$ cat src/rtl/tlc_pkg.sv
// Purpose: shared lamp codes, controller state encoding and timer width for the traffic-light controller.
// Latency: n/a (declarations only).
// Backpressure: n/a. Macro TLC_PED_EN adds the pedestrian walk state to the enum.
package tlc_pkg;

  localparam int TMR_W = 8;
  typedef logic [TMR_W-1:0] tmr_t;

  localparam logic [1:0] LAMP_GREEN  = 2'b00;
  localparam logic [1:0] LAMP_YELLOW = 2'b01;
  localparam logic [1:0] LAMP_RED    = 2'b10;

  typedef enum logic [2:0] {
    ST_HWY_G,
    ST_HWY_Y,
    ST_ALLR1,
    ST_CNT_G,
    ST_CNT_Y,
    ST_ALLR2
`ifdef TLC_PED_EN
    , ST_PED_W
`endif
  } state_t;

endpackage

$ cat src/rtl/tlc_phase_timer.sv
// Purpose: per-phase cycle counter; cleared on phase entry, counts while enabled.
// Latency: count reflects clear/enable one cycle after they are applied.
// Backpressure: none; enable is held low by the owner to saturate.
module tlc_phase_timer
  import tlc_pkg::*;
(
  input  logic clk,
  input  logic reset,
  input  logic clear,
  input  logic enable,
  output tmr_t count
);

  tmr_t count_q, count_d;

  // Next count: clear takes priority over counting
  always_comb begin
    count_d = count_q;
    if (clear) begin
      count_d = '0;
    end else if (enable) begin
      count_d = count_q + 1'b1;
    end
  end

  // Counter register
  always_ff @(posedge clk) begin
    if (reset) begin
      count_q <= '0;
    end else begin
      count_q <= count_d;
    end
  end

  assign count = count_q;

endmodule

$ cat src/rtl/tlc_phase_arb.sv
// Purpose: highway/country traffic-light phase sequencer with optional pedestrian walk (macro TLC_PED_EN).
// Latency: lamp outputs are registered and change on the same edge as the state register.
// Backpressure: none; vehicle sensor and button are sampled every cycle, requests are never dropped.
module tlc_phase_arb
  import tlc_pkg::*;
#(
`ifdef TLC_PED_EN
  parameter int unsigned WALK_TIME   = 6,
`endif
  parameter int unsigned MIN_GREEN   = 8,
  parameter int unsigned MAX_GREEN   = 20,
  parameter int unsigned YEL_TIME    = 3,
  parameter int unsigned ALLRED_TIME = 2
) (
  input  logic       clk,
  input  logic       reset,
  input  logic       x,
`ifdef TLC_PED_EN
  input  logic       ped_req,
  output logic       walk,
`endif
  output logic [1:0] hwy,
  output logic [1:0] cntry,
  output logic       busy
);

  // Timer values on the last cycle of each phase
  localparam tmr_t MIN_LAST  = tmr_t'(MIN_GREEN - 1);
  localparam tmr_t MAX_LAST  = tmr_t'(MAX_GREEN - 1);
  localparam tmr_t YEL_LAST  = tmr_t'(YEL_TIME - 1);
  localparam tmr_t ALLR_LAST = tmr_t'(ALLRED_TIME - 1);

  state_t     state_q, state_d;
  state_t     post_clr;     // where an all-red clearance goes when country is not taken
  tmr_t       tmr;
  logic       tmr_clr, tmr_en;
  logic       ped_pend;
  logic [1:0] hwy_d, hwy_q, cntry_d, cntry_q;
  logic       busy_d, busy_q;

  // Timer restarts on every state change; saturates so a long highway hold cannot wrap
  assign tmr_clr = (state_d != state_q);
  assign tmr_en  = (tmr != '1);

  tlc_phase_timer u_timer (
    .clk    (clk),
    .reset  (reset),
    .clear  (tmr_clr),
    .enable (tmr_en),
    .count  (tmr)
  );

`ifdef TLC_PED_EN
  localparam tmr_t WALK_LAST = tmr_t'(WALK_TIME - 1);

  logic ped_pend_q, ped_pend_d;
  logic walk_q;

  // Latch button presses; drop the request as the walk phase starts, re-arm on presses during it
  always_comb begin
    ped_pend_d = ped_pend_q | ped_req;
    if ((state_d == ST_PED_W) && (state_q != ST_PED_W)) begin
      ped_pend_d = 1'b0;
    end
  end

  // Pending-request and walk lamp registers
  always_ff @(posedge clk) begin
    if (reset) begin
      ped_pend_q <= 1'b0;
      walk_q     <= 1'b0;
    end else begin
      ped_pend_q <= ped_pend_d;
      walk_q     <= (state_d == ST_PED_W);
    end
  end

  assign ped_pend = ped_pend_q;
  assign post_clr = ped_pend_q ? ST_PED_W : ST_HWY_G;
  assign walk     = walk_q;
`else
  assign ped_pend = 1'b0;
  assign post_clr = ST_HWY_G;
`endif

  // State register; reset abandons any phase immediately
  always_ff @(posedge clk) begin
    if (reset) begin
      state_q <= ST_HWY_G;
    end else begin
      state_q <= state_d;
    end
  end

  // Next-state: phase exits evaluated from the current timer value
  always_comb begin
    state_d = state_q;
    case (state_q)
      ST_HWY_G: if ((tmr >= MIN_LAST) && (x || ped_pend)) state_d = ST_HWY_Y;
      ST_HWY_Y: if (tmr == YEL_LAST)  state_d = ST_ALLR1;
      ST_ALLR1: if (tmr == ALLR_LAST) state_d = x ? ST_CNT_G : post_clr;
      ST_CNT_G: if (((tmr >= MIN_LAST) && !x) || (tmr == MAX_LAST)) state_d = ST_CNT_Y;
      ST_CNT_Y: if (tmr == YEL_LAST)  state_d = ST_ALLR2;
      ST_ALLR2: if (tmr == ALLR_LAST) state_d = post_clr;
`ifdef TLC_PED_EN
      ST_PED_W: if (tmr == WALK_LAST) state_d = ST_HWY_G;
`endif
      default:  state_d = ST_HWY_G;
    endcase
  end

  // Output decode of the upcoming state so registered lamps line up with the state register
  always_comb begin
    hwy_d   = LAMP_RED;
    cntry_d = LAMP_RED;
    busy_d  = 1'b1;
    case (state_d)
      ST_HWY_G: begin
        hwy_d  = LAMP_GREEN;
        busy_d = 1'b0;
      end
      ST_HWY_Y: hwy_d   = LAMP_YELLOW;
      ST_CNT_G: cntry_d = LAMP_GREEN;
      ST_CNT_Y: cntry_d = LAMP_YELLOW;
      default:  ;
    endcase
  end

  // Lamp and busy registers
  always_ff @(posedge clk) begin
    if (reset) begin
      hwy_q   <= LAMP_GREEN;
      cntry_q <= LAMP_RED;
      busy_q  <= 1'b0;
    end else begin
      hwy_q   <= hwy_d;
      cntry_q <= cntry_d;
      busy_q  <= busy_d;
    end
  end

  assign hwy   = hwy_q;
  assign cntry = cntry_q;
  assign busy  = busy_q;

endmodule

$ cat config.mk
export PLATFORM = sky130hd
export DESIGN_NAME = tlc_phase_arb
export DESIGN_NICKNAME = d
export VERILOG_FILES = /design/src/rtl/tlc_pkg.sv /design/src/rtl/tlc_phase_timer.sv /design/src/rtl/tlc_phase_arb.sv
export SDC_FILE = /design/constraint.sdc
export NUM_CORES = 1
export LEC_CHECK = 0
export ABC_AREA = 0
export CORE_ASPECT_RATIO = 1.25
export CORE_UTILIZATION = 32
export CTS_BUF_LIST = sky130_fd_sc_hd__clkbuf_16
export CTS_CLUSTER_SIZE = 14
export DETAILED_ROUTE_END_ITERATION = 8
export GPL_TIMING_DRIVEN = 0
export PLACE_DENSITY_LB_ADDON = 0.15
export SETUP_SLACK_MARGIN = 0.3
export SLEW_MARGIN = 40
export SYNTH_ARGS = -nofsm -noshare
export SYNTH_HDL_FRONTEND = slang
export SYNTH_HIERARCHICAL = 1
export SYNTH_SLANG_ARGS = --single-unit
$ cat constraint.sdc
create_clock -name clk -period 7.8 [get_ports clk]
set_input_delay 1.56 -clock clk [delete_from_list [all_inputs] [get_ports clk]]
set_output_delay 1.56 -clock clk [all_outputs]
set_load 0.02 [all_outputs]
# Word-level counts from Yosys, hierarchy flattened
# Index checks and enable logic that the tools add are counted.
# Widths: inputs -> output; s select.
[word_totals] regBits=16 out_inout_bits=5 inputBits=3
[classes] n_lt_le_gt_ge=1 muxes=11 eq_ne=13 add_sub_neg=1 n_reduce_logical=7
[ops] cell="$mux 3" count=6
[ops] cell="$pmux 3 s6" count=1
[ops] cell="$eq 3x2->1 const B" count=3
[ops] cell="$eq 3x3->1 const B" count=3
[ops] cell="$add 8x1->8 const B" count=1
[ops] cell="$eq 8x1->1 const B" count=1
[ops] cell="$eq 8x2->1 const B" count=1
[ops] cell="$eq 8x5->1 const B" count=1
[ops] cell="$ge 8x3->1 const B" count=1
[ops] cell="$ne 8x8->1 const B" count=1
[ops] cell="$pmux 2 s2" count=2
[ops] cell="$eq 3x1->1 const B" count=2
[ops] cell="$logic_not 3->1" count=2
[ops] cell="$ne 3x3->1" count=1
[ops] cell="$logic_and 1x1->1" count=2
[ops] cell="$mux 2" count=1
[ops] cell="$reduce_or 2->1" count=1
[ops] cell="$logic_not 1->1" count=1
[ops] cell="$logic_or 1x1->1" count=1
[ops] cell="$mux 1" count=1

# Depth between registers and ports, before layout
[logic_depth] ltp_word=7 ltp_mapped=9 mapped_depth_nobuf=7

# Hierarchy
# The synthesis kept the hierarchy.
[by_module_without_submodules] module="tlc_phase_arb" cells_each=65 seq_area_each_um2=160.2 n_inst=1 area_each_um2=521.8
[by_module_without_submodules] module="tlc_phase_timer" cells_each=38 seq_area_each_um2=160.2 n_inst=1 area_each_um2=345.3

# Worst setup path before layout
# No wires, ideal clock.
[synth_path] kind="input port to flip-flop" from="input x" to="register u_timer.count_q[5] (netlist: u_timer/count[5])" path_slack_ns=4.756 arrival_ns=2.974 required_ns=7.730 setup_time_ns=0.070 path_buffers=1 cell_stages=7 path_cell_list="nand3_1 > mux2_2 > and3_2 > a311o_1 > or2_2 > clkbuf_1 > a21oi_1"
[synth_via] elab_chain_cells=7 word_cells_on_any_way=11
[synth_lines] element="start: declaration" line="tlc_phase_arb.sv:17" source="input logic x,"
[synth_lines] element="$logic_not 1->1" line="tlc_phase_arb.sv:102" source="ST_CNT_G: if (((tmr >= MIN_LAST) && !x) || (tmr == MAX_LAST)) state_d = ST_CNT_Y;"
[synth_lines] element="$logic_and 1x1->1" line="tlc_phase_arb.sv:102"
[synth_lines] element="$logic_or 1x1->1" line="tlc_phase_arb.sv:102"
[synth_lines] element="$mux 3" line="tlc_phase_arb.sv:102"
[synth_lines] element="$pmux 3 s6 (*)" line="tlc_phase_arb.sv:98" source="case (state_q)"
[synth_lines] element="$ne 3x3->1 (*)" line="tlc_phase_arb.sv:42" source="assign tmr_clr = (state_d != state_q);"
[synth_lines] element="named net tmr_clr" line="tlc_phase_arb.sv:36" source="logic tmr_clr, tmr_en;"
[synth_lines] element="$reduce_or 2->1 (no source line) (*)"
[synth_lines] element="end signal: assignment" line="tlc_phase_timer.sv:31" source="count_q <= count_d;"
[synth_lines] element="end: declaration" line="tlc_phase_timer.sv:14" source="tmr_t count_q, count_d;"
# Mark *: on every way through the listed nets, which the timed path passes. The rest lies on a longest branch.
# A chain may end at the register's enable or synchronous reset.

# Worst setup path after layout
[layout_path] from="input x" to="register u_timer.count_q[6] (netlist: u_timer/count[6])"
# Same word-level chain as after synthesis.

==> results.py <==
metrics = {
    "status": {
        "status": "finished clean",
    },
    "floorplan": {
        "die_w_um": 48.56,
        "rows": 20,
        "die_area_um2": 2923,
        "die_y_um": 60.20,
        "initial_core_util_pct": 34.65,
        "ios": 8,
        "coreArea_um2": 2502,
    },
    "clock_tree": {
        "ctsHoldBuffers": 0,
        "clkSinkCount": 16,
        "cts_made_buffers": 3,
        "clk_pin_slew_ns": 0.05,
        "clockBufferDepth": 2,
        "post_cts_buffers": 0,
        "cts_resized": 0,
        "htreeDepth": 1,
        "cts_root_buf": "clkbuf_16",
        "cts_tree": "done",
        "clk-insertion-delay-late_ns": 0.24,
    },
    "power_and_ir_drop": {
        "power.density_nw_per_um2": 190.6,
        "p_clk_share_pct": 49.3,
        "combPwrFrac_pct": 7.1,
        "p_int_mw": 0.1583,
        "switching_share_pct": 21.44,
        "p_leak_nw": 0.3991,
        "fin_total_pwr_mw": 0.2015,
        "ir_drop_mv": 0.1165,
        "seq_power_share_pct": 43.6,
        "p_sw_mw": 0.04320,
    },
    "setup_path": {
        "rr_endpoint": "u_timer/count[6]$_SDFFE_PP0P_",
        "startpoint": "x",
        "worstSetupEndpoint": "u_timer/count[6]$_SDFFE_PP0P_",
        "cp_data_arrival_time_ns": 3.75,
        "r2r_cells": 8,
        "startpoint_type": "primary input",
        "timing.rr.start": "u_timer/count[3]$_SDFFE_PP0P_",
        "r2r_setup_slack_ns": 5.01,
        "cp_data_required_time_ns": 7.98,
        "critPathCaptureType": "flop",
        "path_class": "primary input to flop",
        "critPathMaxFanout": 8,
    },
    "global_route": {
        "grt_antenna_before_repair": 0,
        "globalRoute.totalOverflow": 0,
        "grt_pass1_vias": 754,
        "grtUsageTotal_pct": 14.43,
        "grt_pass1_wl_um": 3160,
        "grt_max_degree": 12,
    },
    "sta": {
        "fmax_mhz": 280.1,
        "finalCritPeriodShare_pct": 45.77,
        "slew_viol_final": 0,
        "setup_violations": 0,
        "finClkSkew_ns": 0.001507,
        "final.min_clock_period_ns": 3.570,
        "tightest_slew_ns": 0.4538,
        "finalHoldViolCount": 0,
        "rsz0062_at_grt": "false",
        "fin_ws_ns": 4.230,
        "relSlewSlack_pct": 69.50,
        "fin_setup_tns_ns": 0,
    },
    "finish": {
        "final_util_pct": 42.25,
        "nFillCells": 257,
        "area.sequential_um2": 320.3,
        "n_antenna_cell": 0,
        "multiInputGateArea_um2": 519.2,
        "final_area_um2": 1057,
        "area_growth_pct": 21.93,
        "final_net_count": 119,
        "drive_gt1_share_pct": 11.40,
    },
    "logic_synthesis": {
        "synthArstFlopShare_pct": 0,
        "synth.distinct_cells": 41,
        "synth_edf_count": 0,
        "ys.flop_type": "dfxtp_1",
        "synth_area_um2": 867.1,
        "synth_compound_area_share_pct": 20.35,
        "synth_top_family_by_area": "simple AND/OR/NAND/NOR gates",
        "synth_seq_cells": 16,
        "syn_area_per_cell_um2": 8.418,
        "synth_xor_area_share_pct": 4.040,
        "synth_fa_ha_area_share_pct": 1.443,
        "synth_warnings": 6,
        "yosysSeqAreaShare_pct": 36.94,
        "syn_inst": 103,
        "synth_fp_nets": 107,
        "muxShareOfSynthArea_pct": 2.453,
        "synth-simple-area-share_pct": 31.60,
    },
    "routing": {
        "wl_um": 1818,
        "detail-route-antenna-nets": 0,
        "wl_per_cell_um": 12.37,
        "drt_iter0_markers": 19,
        "first_pass_iters": 4,
        "viasPerCell": 5.524,
        "route.vias.total": 812,
        "drc_errors": 0,
    },
    "place": {
        "place_area_um2": 978.4,
        "place_hpwl_um": 1323,
        "place_ws_ns": 3.984,
        "place.gp.congestion": 0.8204,
        "io_buffers": 7,
    },
    "run": {
        "maxCapViolCount": 0,
    },
    "worst_hold_path": {
        "hp-class": "flop to flop",
    },
}
## worst max-delay path: stages
cell and delay [ns]:
clkdlybuf4s50_1 0.58, nand3_1 0.12, mux2_2 0.30, and3_2 0.24
a311o_1 0.30, or2_2 0.29, clkbuf_1 0.20, a21oi_1 0.15
## power by group through the flow
stage / Combinational [mW] / Sequential (mW) / Clock (mW)
2_1_floorplan: 0.0105 / 0.0885 / 0
3_3_place_gp: 0.0141 / 0.0894 / 0
3_5_place_dp: 0.0140 / 0.0894 / 0
4_1_cts: 0.0142 / 0.0877 / 0.101
5_1_grt: 0.0161 / 0.0882 / 0.106
6_report: 0.0143 / 0.0878 / 0.0994
## layout make-up
cell class | instances | area share [%]
sequential | 16 | 30.30
timing repair buffer | 7 | 6.627
inverter | 1 | 0.3550
tap | 33 | 3.905
buffer | 5 | 2.249
clock inverter | 1 | 0.3550
clock buffer | 3 | 7.101
multi-input combinational | 81 | 49.11
## layout by cell type, fill, tap and decap left out, drive strengths merged, types with 2 or more instances in the layout
cell,instances
a21oi,7
a31oi,4
buf,3
clkbuf,5
clkdlybuf4s50,7
dfxtp,16
nand2,6
nand2b,2
nand3,4
nand4,4
nor2,16
nor3b,3
o21ai,5
o31ai,2
or3,5
xor2,3
## synth_stat cells (2+ instances only)
cell | count | area share [%]
nand4_1 | 3 | 2.2
o31ai_1 | 2 | 1.7
a31oi_1 | 4 | 2.9
dfxtp_1 | 16 | 37
nor3b_1 | 2 | 1.7
nand3_1 | 4 | 2.3
nand2_1 | 6 | 2.6
nand2b_1 | 2 | 1.4
nor2_1 | 16 | 6.9
a21oi_1 | 7 | 4.0
xor2_1 | 3 | 3.0
or3_1 | 5 | 3.6
clkbuf_1 | 2 | 0.87
o21ai_0 | 4 | 2.3
## per-layer routing
metal	part of all wire [%]	routed length [um]	vias to the layer above	track usage (%)
li1	-	-	404	-
met3	3.9	71	4	3.308
met4	2.0	36	0	9.244
met2	48	870	18	24.95
met1	46	840	386	16.18
met5	0	0	-	0
## state kept, by name, summed over array words and instances (netlist names)
signal and flops:
busy 1, hwy 2, state_q 3, cntry 2
u_timer/count 8
## worst min path at each step
stage                                        startpoint                       endpoint  slack, ns  cells past startpoint
after floorplan           u_timer/count[7]$_SDFFE_PP0P_  u_timer/count[7]$_SDFFE_PP0P_       0.49                      2
after global placement    u_timer/count[7]$_SDFFE_PP0P_  u_timer/count[7]$_SDFFE_PP0P_       0.51                      2
after detailed placement  u_timer/count[6]$_SDFFE_PP0P_  u_timer/count[6]$_SDFFE_PP0P_       0.54                      2
after CTS                 u_timer/count[7]$_SDFFE_PP0P_  u_timer/count[7]$_SDFFE_PP0P_       0.55                      2
after global routing      u_timer/count[7]$_SDFFE_PP0P_  u_timer/count[7]$_SDFFE_PP0P_       0.56                      2
final                     u_timer/count[7]$_SDFFE_PP0P_  u_timer/count[7]$_SDFFE_PP0P_       0.55                      2
## cell families (layout without fill, tap and decap cells)
family / after synthesis / count (layout)
mux: 2 / 2
compound gates: 26 / 26
simple gates: 48 / 48
fa+ha+maj: 1 / 1
buf+inv: 6 / 17
flops: 16 / 16
xor+xnor: 4 / 4
## per-stage QoR
step                cells  hold WS (ns)
detailed placement    143        0.5403
finish                147        0.5461
CTS                   147        0.5466
floorplan             103        0.4935
global placement      143        0.5146
global route          147        0.5565
No activity file was read; power rests on OpenSTA's default activity.
